===== src/rtl/i2c_pkg.sv =====
// Shared I2C slave definitions: controller state encoding, bus-level constants and
// small helpers used by the register-interface slave.
package i2c_pkg;

  typedef enum logic [3:0] {
    IDLE,
    DEVADDR,
    ACK_DEV,
    PTR,
    ACK_PTR,
    WRDATA,
    ACK_WR,
    RDDATA,
    RDACK
  } state_t;

  localparam logic        ACK       = 1'b0;
  localparam logic        NACK      = 1'b1;
  localparam logic        RW_READ   = 1'b1;
  localparam int unsigned RW_BIT    = 0;
  localparam logic [3:0]  BYTE_BITS = 4'd8;

  // Open-drain: a 0 on the wire means pulling SDA low.
  function automatic logic oe_for(input logic bit_val);
    return ~bit_val;
  endfunction

  function automatic int unsigned ptr_bytes(input int unsigned addr_w);
    return (addr_w > 8) ? 2 : 1;
  endfunction

endpackage


===== src/rtl/i2c_slave_regif_if.sv =====
// Bus-side (SCL/SDA) and register-side (pointer, data, strobes) signals of the
// I2C register-interface slave.
interface i2c_slave_regif_if #(
  parameter int unsigned ADDR_W = 8
);
  logic              scl;
  logic              sda_in;
  logic              sda_oe;
  logic [ADDR_W-1:0] mem_addr;
  logic [7:0]        mem_wdata;
  logic              mem_we;
  logic              mem_re;
  logic [7:0]        mem_rdata;
  logic              busy;

  modport slave (
    input  scl, sda_in, mem_rdata,
    output sda_oe, mem_addr, mem_wdata, mem_we, mem_re, busy
  );

  modport master (
    output scl, sda_in, mem_rdata,
    input  sda_oe, mem_addr, mem_wdata, mem_we, mem_re, busy
  );
endinterface


===== src/rtl/i2c_bus_sync.sv =====
// Brings SCL/SDA into the clk domain and flags SCL edges plus START/STOP conditions,
// all derived from the synchronised copies only.
module i2c_bus_sync (
  input  logic clk,
  input  logic rst_n,
  input  logic scl,
  input  logic sda,
  output logic sda_s,
  output logic scl_rise,
  output logic scl_fall,
  output logic start,
  output logic stop
);

  logic [1:0] scl_ff;
  logic [1:0] sda_ff;
  logic       scl_q;
  logic       sda_q;
  logic       scl_s;

  // NOTE: clocked state uses non-blocking (<=) so every flop samples pre-edge values.
  always_ff @(posedge clk or negedge rst_n) begin
    if (!rst_n) begin
      scl_ff <= 2'b11;
      sda_ff <= 2'b11;
      scl_q  <= 1'b1;
      sda_q  <= 1'b1;
    end else begin
      scl_ff <= {scl_ff[0], scl};
      sda_ff <= {sda_ff[0], sda};
      scl_q  <= scl_ff[1];
      sda_q  <= sda_ff[1];
    end
  end

  assign scl_s    = scl_ff[1];
  assign sda_s    = sda_ff[1];
  assign scl_rise = scl_s & ~scl_q;
  assign scl_fall = ~scl_s & scl_q;
  assign start    = scl_s & scl_q & sda_q & ~sda_s;
  assign stop     = scl_s & scl_q & ~sda_q & sda_s;

endmodule


===== src/rtl/i2c_slave_regif.sv =====
// I2C slave exposing a byte-wide register space: write pointer then data, or read
// sequentially from the pointer; pointer auto-increments and wraps.
module i2c_slave_regif
  import i2c_pkg::*;
#(
  parameter logic [6:0]  DEV_ADDR = 7'h48,
  parameter int unsigned ADDR_W   = 8
) (
  input logic              clk,
  input logic              rst_n,
  i2c_slave_regif_if.slave bus
);

  localparam int unsigned       PTR_BYTES = ptr_bytes(ADDR_W);
  localparam logic [ADDR_W-1:0] ADDR_ONE  = 1;
  localparam logic [3:0]        BIT_ONE   = 4'd1;

  logic sync_sda, scl_rise, scl_fall, bus_start, bus_stop;

  i2c_bus_sync u_sync (
    .clk      (clk),
    .rst_n    (rst_n),
    .scl      (bus.scl),
    .sda      (bus.sda_in),
    .sda_s    (sync_sda),
    .scl_rise (scl_rise),
    .scl_fall (scl_fall),
    .start    (bus_start),
    .stop     (bus_stop)
  );

  state_t            state_q, state_d;
  logic [3:0]        bit_cnt_q, bit_cnt_d;
  logic [7:0]        shreg_q, shreg_d;
  logic [7:0]        ptr_hi_q, ptr_hi_d;
  logic              ptr_idx_q, ptr_idx_d;
  logic              rw_q, rw_d;
  logic [ADDR_W-1:0] addr_q, addr_d;
  logic [7:0]        wdata_q, wdata_d;
  logic              we_q, we_d;
  logic              re_q, re_d;
  logic              rd_load_q;
  logic              sda_oe_q, sda_oe_d;
  logic              busy_q, busy_d;

  logic        byte_full;
  logic        last_ptr;
  logic [15:0] ptr_word;

  assign byte_full = (bit_cnt_q == BYTE_BITS);
  assign last_ptr  = (PTR_BYTES == 1) || ptr_idx_q;
  // Pointer bits are taken MSB-first from the received byte(s).
  assign ptr_word  = (PTR_BYTES == 2) ? {ptr_hi_q, shreg_q} : {shreg_q, 8'h00};

  always_ff @(posedge clk or negedge rst_n) begin
    if (!rst_n) begin
      state_q   <= IDLE;
      bit_cnt_q <= '0;
      shreg_q   <= '0;
      ptr_hi_q  <= '0;
      ptr_idx_q <= 1'b0;
      rw_q      <= 1'b0;
      addr_q    <= '0;
      wdata_q   <= '0;
      we_q      <= 1'b0;
      re_q      <= 1'b0;
      rd_load_q <= 1'b0;
      sda_oe_q  <= 1'b0;
      busy_q    <= 1'b0;
    end else begin
      state_q   <= state_d;
      bit_cnt_q <= bit_cnt_d;
      shreg_q   <= shreg_d;
      ptr_hi_q  <= ptr_hi_d;
      ptr_idx_q <= ptr_idx_d;
      rw_q      <= rw_d;
      addr_q    <= addr_d;
      wdata_q   <= wdata_d;
      we_q      <= we_d;
      re_q      <= re_d;
      rd_load_q <= re_q;
      sda_oe_q  <= sda_oe_d;
      busy_q    <= busy_d;
    end
  end

  always_comb begin
    // NOTE: every output of this block gets a default first, so no path infers a latch.
    state_d   = state_q;
    bit_cnt_d = bit_cnt_q;
    shreg_d   = rd_load_q ? bus.mem_rdata : shreg_q;
    ptr_hi_d  = ptr_hi_q;
    ptr_idx_d = ptr_idx_q;
    rw_d      = rw_q;
    addr_d    = we_q ? addr_q + ADDR_ONE : addr_q;
    wdata_d   = wdata_q;
    we_d      = 1'b0;
    re_d      = 1'b0;
    sda_oe_d  = sda_oe_q;
    busy_d    = busy_q;

    case (state_q)
      IDLE: sda_oe_d = 1'b0;

      DEVADDR, PTR, WRDATA: begin
        sda_oe_d = 1'b0;
        if (scl_rise && !byte_full) begin
          shreg_d   = {shreg_q[6:0], sync_sda};
          bit_cnt_d = bit_cnt_q + BIT_ONE;
        end else if (scl_fall && byte_full) begin
          bit_cnt_d = '0;
          sda_oe_d  = oe_for(ACK);
          case (state_q)
            DEVADDR: begin
              if (shreg_q[7:1] == DEV_ADDR) begin
                state_d = ACK_DEV;
                rw_d    = shreg_q[RW_BIT];
                busy_d  = 1'b1;
              end else begin
                state_d  = IDLE;
                sda_oe_d = 1'b0;
                busy_d   = 1'b0;
              end
            end
            PTR: begin
              state_d = ACK_PTR;
              if (last_ptr) addr_d   = ptr_word[15 -: ADDR_W];
              else          ptr_hi_d = shreg_q;
            end
            default: begin
              state_d = ACK_WR;
              wdata_d = shreg_q;
              we_d    = 1'b1;
            end
          endcase
        end
      end

      // A read starts on the ACK-bit rising edge so the fetched byte is in the
      // shift register before SCL falls and bit 7 must be driven.
      ACK_DEV: begin
        if (rw_q == RW_READ) begin
          if (scl_rise) begin
            state_d = RDDATA;
            re_d    = 1'b1;
          end
        end else if (scl_fall) begin
          state_d   = PTR;
          sda_oe_d  = 1'b0;
          ptr_idx_d = 1'b0;
        end
      end

      ACK_PTR: begin
        if (scl_fall) begin
          sda_oe_d  = 1'b0;
          state_d   = last_ptr ? WRDATA : PTR;
          ptr_idx_d = ~last_ptr;
        end
      end

      ACK_WR: begin
        if (scl_fall) begin
          sda_oe_d = 1'b0;
          state_d  = WRDATA;
        end
      end

      RDDATA: begin
        if (scl_fall) begin
          if (!byte_full) begin
            sda_oe_d  = oe_for(shreg_q[7]);
            shreg_d   = {shreg_q[6:0], 1'b0};
            bit_cnt_d = bit_cnt_q + BIT_ONE;
          end else begin
            sda_oe_d  = 1'b0;
            bit_cnt_d = '0;
            state_d   = RDACK;
          end
        end
      end

      // After a master NACK the slave stays passive (IDLE) but busy until STOP.
      RDACK: begin
        if (scl_rise) begin
          bit_cnt_d = '0;
          if (sync_sda == NACK) begin
            state_d = IDLE;
          end else begin
            state_d = RDDATA;
            addr_d  = addr_q + ADDR_ONE;
            re_d    = 1'b1;
          end
        end
      end

      default: state_d = IDLE;
    endcase

    if (bus_start) begin
      state_d   = DEVADDR;
      bit_cnt_d = '0;
      sda_oe_d  = 1'b0;
      we_d      = 1'b0;
      re_d      = 1'b0;
    end else if (bus_stop) begin
      state_d   = IDLE;
      bit_cnt_d = '0;
      sda_oe_d  = 1'b0;
      busy_d    = 1'b0;
      we_d      = 1'b0;
      re_d      = 1'b0;
    end
  end

  assign bus.sda_oe    = sda_oe_q;
  assign bus.mem_addr  = addr_q;
  assign bus.mem_wdata = wdata_q;
  assign bus.mem_we    = we_q;
  assign bus.mem_re    = re_q;
  assign bus.busy      = busy_q;

endmodule


===== src/flat_wrapper.sv =====
// flat-port wrapper written by rule: the top's interface ports become plain ports
module i2c_slave_regif_flat import i2c_pkg::*;
#(
  parameter logic [6:0]  DEV_ADDR = 7'h48,
  parameter int unsigned ADDR_W   = 8
)
  (clk, rst_n, bus_scl, bus_sda_in, bus_mem_rdata, bus_sda_oe, bus_mem_addr, bus_mem_wdata, bus_mem_we, bus_mem_re, bus_busy);
  i2c_slave_regif_if #(.ADDR_W(ADDR_W)) bus_i ();
  input logic clk;
  input logic rst_n;
  input wire logic [$bits(bus_i.scl)-1:0] bus_scl;
  input wire logic [$bits(bus_i.sda_in)-1:0] bus_sda_in;
  input wire logic [$bits(bus_i.mem_rdata)-1:0] bus_mem_rdata;
  output wire logic [$bits(bus_i.sda_oe)-1:0] bus_sda_oe;
  output wire logic [$bits(bus_i.mem_addr)-1:0] bus_mem_addr;
  output wire logic [$bits(bus_i.mem_wdata)-1:0] bus_mem_wdata;
  output wire logic [$bits(bus_i.mem_we)-1:0] bus_mem_we;
  output wire logic [$bits(bus_i.mem_re)-1:0] bus_mem_re;
  output wire logic [$bits(bus_i.busy)-1:0] bus_busy;
  assign bus_i.scl = bus_scl;
  assign bus_i.sda_in = bus_sda_in;
  assign bus_i.mem_rdata = bus_mem_rdata;
  assign bus_sda_oe = bus_i.sda_oe;
  assign bus_mem_addr = bus_i.mem_addr;
  assign bus_mem_wdata = bus_i.mem_wdata;
  assign bus_mem_we = bus_i.mem_we;
  assign bus_mem_re = bus_i.mem_re;
  assign bus_busy = bus_i.busy;
  i2c_slave_regif #(.DEV_ADDR(DEV_ADDR), .ADDR_W(ADDR_W)) u_core (.clk(clk), .rst_n(rst_n), .bus(bus_i));
endmodule

===== config.mk =====
export PLATFORM = sky130hd
export DESIGN_NAME = i2c_slave_regif_flat
export DESIGN_NICKNAME = d
export VERILOG_FILES = /design/src/rtl/i2c_pkg.sv /design/src/rtl/i2c_slave_regif_if.sv /design/src/rtl/i2c_bus_sync.sv /design/src/rtl/i2c_slave_regif.sv /design/src/flat_wrapper.sv
export SDC_FILE = /design/constraint.sdc
export NUM_CORES = 1
export LEC_CHECK = 0
export BUFFER_PORTS_ARGS = -buffer_cell sky130_fd_sc_hd__buf_2
export CAP_MARGIN = 20
export CORE_MARGIN = 2
export CORE_UTILIZATION = 45
export DETAILED_ROUTE_END_ITERATION = 8
export SLEW_MARGIN = 20
export SYNTH_ARGS = -nofsm -noshare
export SYNTH_HDL_FRONTEND = slang
export SYNTH_SLANG_ARGS = --single-unit

===== constraint.sdc =====
create_clock -name clk -period 2.4 [get_ports clk]
set_input_delay 0.12 -clock clk [delete_from_list [all_inputs] [get_ports clk]]
set_output_delay 0.12 -clock clk [all_outputs]
set_load 0.02 [all_outputs]

---- Word level (Yosys, flattened, before mapping) ----
Index checks and enable logic that the tools add are counted.
word-level totals
  bits in registers ....................... 44
  input port bits ......................... 12
  output and inout bits ................... 20
cells by class
  add/sub/neg operators ................... 2
  eq/ne operators ......................... 21
  multiplexer cells ....................... 65
  bitwise logic cells ..................... 14
  reduce and logical (&&, ||, !) cells .... 14
operators by type and width
  kind                                            count
  2-to-1 mux 8 bit                                10
  2-to-1 mux 4 bit                                18
  case mux 8 bit (2 select lines)                 2
  2-to-1 mux 1 bit                                28
  case mux 4 bit (6 select lines)                 1
  != test 4 x 1 -> 1 bit (second input constant)  5
  == test 4 x 3 -> 1 bit (second input constant)  4
  case mux 4 bit (3 select lines)                 1
  != test 5 x 1 -> 1 bit (second input constant)  2
  AND reduction 9 bit                             1
  adder 8 x 1 -> 8 bit (second input constant)    1
  == test 4 x 2 -> 1 bit (second input constant)  2
  == test 4 bit (second input constant)           2
  != test 4 x 2 -> 1 bit (second input constant)  2
  AND reduction 4 bit                             2
  AND 1 bit                                       7
  == test 7 bit (second input constant)           1
  NOT 1 bit                                       7
  nonzero test 7 bit                              1
  case mux 3 bit (2 select lines)                 1
  != test 5 x 2 -> 1 bit (second input constant)  1
  case mux 1 bit (5 select lines)                 1
  AND reduction 5 bit                             1
  nonzero test 5 bit                              1
  other kinds (12)                                14

---- Depth between registers and ports, before layout ----
  depth in word-level cells ............... 8
  mapped depth ............................ 7

---- Hierarchy ----
Synthesis repeated with hierarchy kept, for this count alone.
second synthesis, totals
  cells, all modules ...................... 267
  area, all modules ....................... 2,613.8 µm²
by module, submodules not included
  module           instances  cells an instance  area an instance (µm²)  sequential area each (µm²)
  i2c_slave_regif  1          257                2,423.6                 950.9
  i2c_bus_sync     1          10                 190.2                   157.7

---- Least setup slack after synthesis ----
No wires, ideal clock.
  kind .................................... reg-to-reg
  from .................................... register u_core.u_sync.scl_ff[1]
  to ...................................... register u_core.shreg_q[2]
  data arrival time ....................... 1,677 ps
  slack ................................... 598 ps
  stages on the path, launching flop included .. 7
  path buffers ............................ 2
  cells stage by stage .................... dfstp_2 buf_2 nor2b_1 nand2_1 a21oi_2 buf_4 mux2_2
between the ends
  longest elaborated chain between the ends .. 4
  elaborated cells between the ends (all ways) .. 7
  classes of those cells .................. mux (3); bitwise (3); reduce/logical (1)
ends and longest elaborated chain
  item                                                   RTL line                                        source
  start: declaration                                     i2c_bus_sync.sv:15                              logic [1:0] scl_ff;
  start signal: assignment                               i2c_bus_sync.sv:29                              scl_ff <= {scl_ff[0], scl};
  AND 1 bit / NOT 1 bit (equally long branches)          i2c_bus_sync.sv:38, i2c_bus_sync.sv:39
  logical AND 1 bit / AND 1 bit (equally long branches)  i2c_slave_regif.sv:107, i2c_bus_sync.sv:39
  2-to-1 mux 8 bit, on equally long branches             i2c_slave_regif.sv:107, i2c_slave_regif.sv:170
  case mux 8 bit (2 select lines) (*)                    i2c_slave_regif.sv:102                          case (state_q)
  net u_core.shreg_d[2]                                  i2c_slave_regif.sv:34                           logic [7:0] shreg_q, shreg_d;
  end signal: assignment                                 i2c_slave_regif.sv:73                           shreg_q <= shreg_d;
  end: declaration                                       i2c_slave_regif.sv:34
The timed path passes the listed nets; every way through them passes the cells marked *.
A chain may end at the register's enable or synchronous reset.

---- Worst setup path after layout ----
  from .................................... register u_core.u_sync.scl_q
  to ...................................... register u_core.shreg_q[3]
between the ends
  longest elaborated chain between the ends .. 5
  elaborated cells between the ends (all ways) .. 7
  classes of those cells .................. mux (3); bitwise (3); reduce/logical (1)
ends and longest elaborated chain
  item                                 RTL line                source
  start: declaration                   i2c_bus_sync.sv:17      logic scl_q;
  start signal: assignment             i2c_bus_sync.sv:31      scl_q <= scl_ff[1];
  NOT 1 bit                            i2c_bus_sync.sv:38      assign scl_rise = scl_s & ~scl_q;
  AND 1 bit                            i2c_bus_sync.sv:38
  logical AND 1 bit                    i2c_slave_regif.sv:107  if (scl_rise && !byte_full) begin
  2-to-1 mux 8 bit                     i2c_slave_regif.sv:107
  case mux 8 bit (2 select lines) (*)  i2c_slave_regif.sv:102
  net u_core.shreg_d[3]                i2c_slave_regif.sv:34
Marks and branches as above.

==> run summary <==
The aggregate routed wire length is 5.962 mm. The setup TNS came out at 0 ns. Synthesis produced a netlist whose cell count is 245. The portion of the clock cycle consumed by the worst path in the final layout is 0.8875. Dividing the detail-routed wire length by the instance count gives 17.03 um. The post-CTS clock slew at the launch and capture registers of the worst setup and hold paths is approximately 0.090 ns. Leaving out filler cells and counting taps, the final layout contains between 300 and 400. The width of the chip came out at 79.28 um.

Post-CTS repair changed the size of 0 cells. The power per standard cell area is 633.1 mW/mm2. The total of fill cells in the finished design is 519. The fmax is 469.5 MHz.

The clock period could shrink to 2.130 ns. The share of total power dissipated in combinational logic is 0.203. With fillers left out, the area of the finished cells amounts to 0.002878 mm2. The standby leakage power is 1.320 nW. In this run the remaining antenna-violating nets after routing total 0. The DRC violations left is 0. The most common cell after layout, fill and taps aside is sky130_fd_sc_hd__dfrtp_1. In the global route stage, met1 resource usage came out at 0.3110. Of the total power, registers draw 0.535. The total CTS buffers came out at 5. The count of final hold-check violations is 0. The Yosys step of the flow raised 0 warnings. In the synthesized netlist the dominant register cell turns out to be sky130_fd_sc_hd__dfrtp_1. The post-synthesis average cell area came out at between 10 and 15 um2. For this run, the detailed router's first-pass iteration total came to 4. The post-synth design cell area came out at between 0.002 and 0.003 mm2. The final setup violation count is 0. The clock passes through at most 2 buffers.

The number of antenna violations at the first check in global routing came out at 0. The count of final max-slew check failures is 0. In the synthesized netlist the async set-or-reset flop fraction comes to 1.000. The final weighted congestion of routability-driven global placement came out at 0.9127. The fraction of met2 tracks used by global routing is 0.3136. The internal power came out at 0.001227 W. The overall global routing resource usage is 0.2114. The number of global-route vias before repair is 1,992. The tool flagged a number of max-cap violations equal to 0. The floorplan step defined a die boundary enclosing 0.006285 mm2.

The buffer count from post-CTS setup fixing came out at 0. The starting DRC count in detailed routing came out at 204. Hold repair after CTS inserted 3 buffers. For this configuration, the core starts out at a cell density of 0.4659. The via count normalized by instance count is roughly 5.9.

The unique cell type count in the Yosys netlist is 61. For this run, the register share of the synthesized area comes to 0.4347. The highest net fanout along the worst path came out at 13. The number of synthesized register bits came out at 44.

In the layout the commonest cells are sky130_fd_sc_hd__dfrtp_1 (38), sky130_fd_sc_hd__buf_2 (31), sky130_fd_sc_hd__mux2_2 (21), sky130_fd_sc_hd__nand2_1 (20), sky130_fd_sc_hd__nand3_1 (13). The number of cells on the worst hold path is 3. The worst hold margin came out at between 0.1 and 0.15 ns. The flow ran to the end, and the final reports show no timing, DRC or antenna violations.

The switching power share of the total is 0.3265. The synthesized netlist net count is 260. The sum of net half-perimeters after detailed placement came out at 4.209 mm. The layer with the highest usage after global routing is met2. The worst register-to-register path has a depth of 4. The cell area after placement is 0.002758 mm2. The startpoint type of the worst setup path is a register. After global routing the overflow that remains totals 0. The worst relative slew slack is 0.3692. The endpoint required time on the critical path came out at 2.59 ns. The number of inserted diodes came out at 0. The portion of total power attributed to the clock network is 0.262. Buffers placed on the I/O ports in this run total 31. Of the cells placed in the final design, the portion with a size suffix greater than 1 is 0.3165. The via count came out at 2,061. Setup repair after global routing left no endpoint under its margin. The number of enable-type register cells in the synthesized netlist is 0. The number of H-tree levels is 2.

The number of placed cells counting well taps is 339. The clock sink total came out at 44. The largest vdd supply drop came out at 418.7 uV. The critical path is of the reg -> reg type.

STA classifies the critical path endpoint as a register. The kind of path behind the tightest hold check is in -> reg. In the global route stage, met3 resource usage came out at 0.04659. The die extent in y came out at 79.28 um. The later pin in the worst-skew pair is clocked with a latency of ~0.30 ns. TritonCTS built the clock tree. The number of top-level pins came out at 32. For the final database, setup skew stands at ~0.0076 ns. The net switching power is 0.0005949 W. CTS placed an instance of sky130_fd_sc_hd__clkbuf_8 at the clock tree root. The pin count of the biggest net entering global routing came out at 43. The core area came out at ~0.0055 mm2. The final layout contains 292 nets.

The slew at the pin closest to its max-slew limit came out at 0.9462 ns. The global-route wire length before repair is approximately 10 mm. The data arrival time of the critical path came out at about 2.3 ns. The number of rows created at floorplan came out at 27. Relative to the synthesized area, the layout overhead comes to 12.86%.
-- sequential cells by signal (all words and copies together), names as in the netlist, 2 cells and up --
name / count
u_core.bit_cnt_q: 4
u_core.bus.mem_addr: 8
u_core.bus.mem_wdata: 8
u_core.shreg_q: 8
u_core.state_q: 4
u_core.u_sync.scl_ff: 2
u_core.u_sync.sda_ff: 2
-- metal layers --
layer	vias to the layer above	part of all wire
met3	5	0.038
met4	0	0.0089
li1	993	-
met1	1019	0.49
met5	-	0
met2	44	0.46
-- power by group through the flow --
stage	registers [W]	clock network, W	logic (W)
after global placement	0.000984	0	0.000364
final	0.000975	0.000477	0.000370
after global routing	0.000993	0.000531	0.000418
after CTS	0.000975	0.000494	0.000371
after floorplan	0.000912	0	0.000313
after detailed placement	0.000988	0	0.000364
-- final timing paths --
path	startpoint	endpoint	slack, ns
setup reg to reg	u_core.u_sync.scl_q$_DFF_PN1_	u_core.shreg_q[3]$_DFF_PN0_	0.27
hold / removal	bus_mem_rdata[4]	u_core.shreg_q[4]$_DFF_PN0_	0.11
setup / recovery	u_core.u_sync.scl_q$_DFF_PN1_	u_core.shreg_q[3]$_DFF_PN0_	0.27
min in group asynchronous	rst_n	u_core.rw_q$_DFFE_PN0P_	0.50
max in group asynchronous	rst_n	u_core.u_sync.sda_q$_DFF_PN1_	1.20
hold reg to reg	u_core.u_sync.sda_ff[0]$_DFF_PN1_	u_core.u_sync.sda_ff[1]$_DFF_PN1_	0.36
-- stage by stage --
stage | total power [W] | setup slack, ns | util
floorplan | 0.001224 | 0.5984 | -
global placement | 0.001348 | 0.3389 | 0.5039
detailed placement | 0.001352 | 0.2695 | 0.5039
CTS | 0.001840 | 0.2728 | 0.5258
global route | 0.001941 | 0.1117 | 0.5258
finish | 0.001822 | 0.2700 | 0.5258
-- cells in the mapped netlist, types with 3 or more instances --
master                      count  area [um2]
sky130_fd_sc_hd__o22ai_1        3       18.77
sky130_fd_sc_hd__or3_1          3       18.77
sky130_fd_sc_hd__mux2i_1        7       70.07
sky130_fd_sc_hd__o221ai_1       3       26.28
sky130_fd_sc_hd__nand2_1       20       75.07
sky130_fd_sc_hd__or4_1          3       22.52
sky130_fd_sc_hd__buf_2          6       30.03
sky130_fd_sc_hd__nor2b_1        3       18.77
sky130_fd_sc_hd__and3_1         3       18.77
sky130_fd_sc_hd__or2_2          3       18.77
sky130_fd_sc_hd__inv_1          6       22.52
sky130_fd_sc_hd__dfstp_2        6       157.7
sky130_fd_sc_hd__nor2_1         8       30.03
sky130_fd_sc_hd__a31oi_1        3       18.77
sky130_fd_sc_hd__nand3_1       13       65.06
sky130_fd_sc_hd__mux2_2        21       236.5
sky130_fd_sc_hd__ha_1           3       37.54
sky130_fd_sc_hd__o211ai_1       6       45.04
sky130_fd_sc_hd__a21oi_1       10       50.05
sky130_fd_sc_hd__a2bb2oi_1      3       26.28
sky130_fd_sc_hd__o21ai_0        8       40.04
sky130_fd_sc_hd__nand4_1        4       25.02
sky130_fd_sc_hd__clkbuf_1       4       15.01
sky130_fd_sc_hd__dfrtp_1       38       950.9
sky130_fd_sc_hd__nand2b_1       4       25.02
sky130_fd_sc_hd__xnor2_1        3       26.28
sky130_fd_sc_hd__a31o_2         3       26.28
sky130_fd_sc_hd__buf_4          4       30.03
-- layout make-up --
type                            instances  area [um2]  area share
Clock inverter                          3       21.27    0.007391
Clock buffer                            5       68.82     0.02391
Tap cell                               72       90.09     0.03130
Timing Repair Buffer                   41       237.7     0.08261
Sequential cell                        44        1109      0.3852
Multi-Input combinational cell        179        1329      0.4617
Inverter                                6       22.52    0.007826
-- worst max-delay path: stages (launching register included) --
cell and delay, ns:
sky130_fd_sc_hd__dfstp_2 0.68, sky130_fd_sc_hd__and2b_1 0.26, sky130_fd_sc_hd__nand3_1 0.17, sky130_fd_sc_hd__a21oi_2 0.52, sky130_fd_sc_hd__mux2_2 0.40
-- logic make-up after synthesis --
family,synth area share
simple gates,0.2051
flops,0.4347
xor+xnor,0.01374
mux,0.1202
fa+ha+maj,0.01472
compound gates,0.1673
buf+inv,0.04416
(Power assumes the default switching activity.)
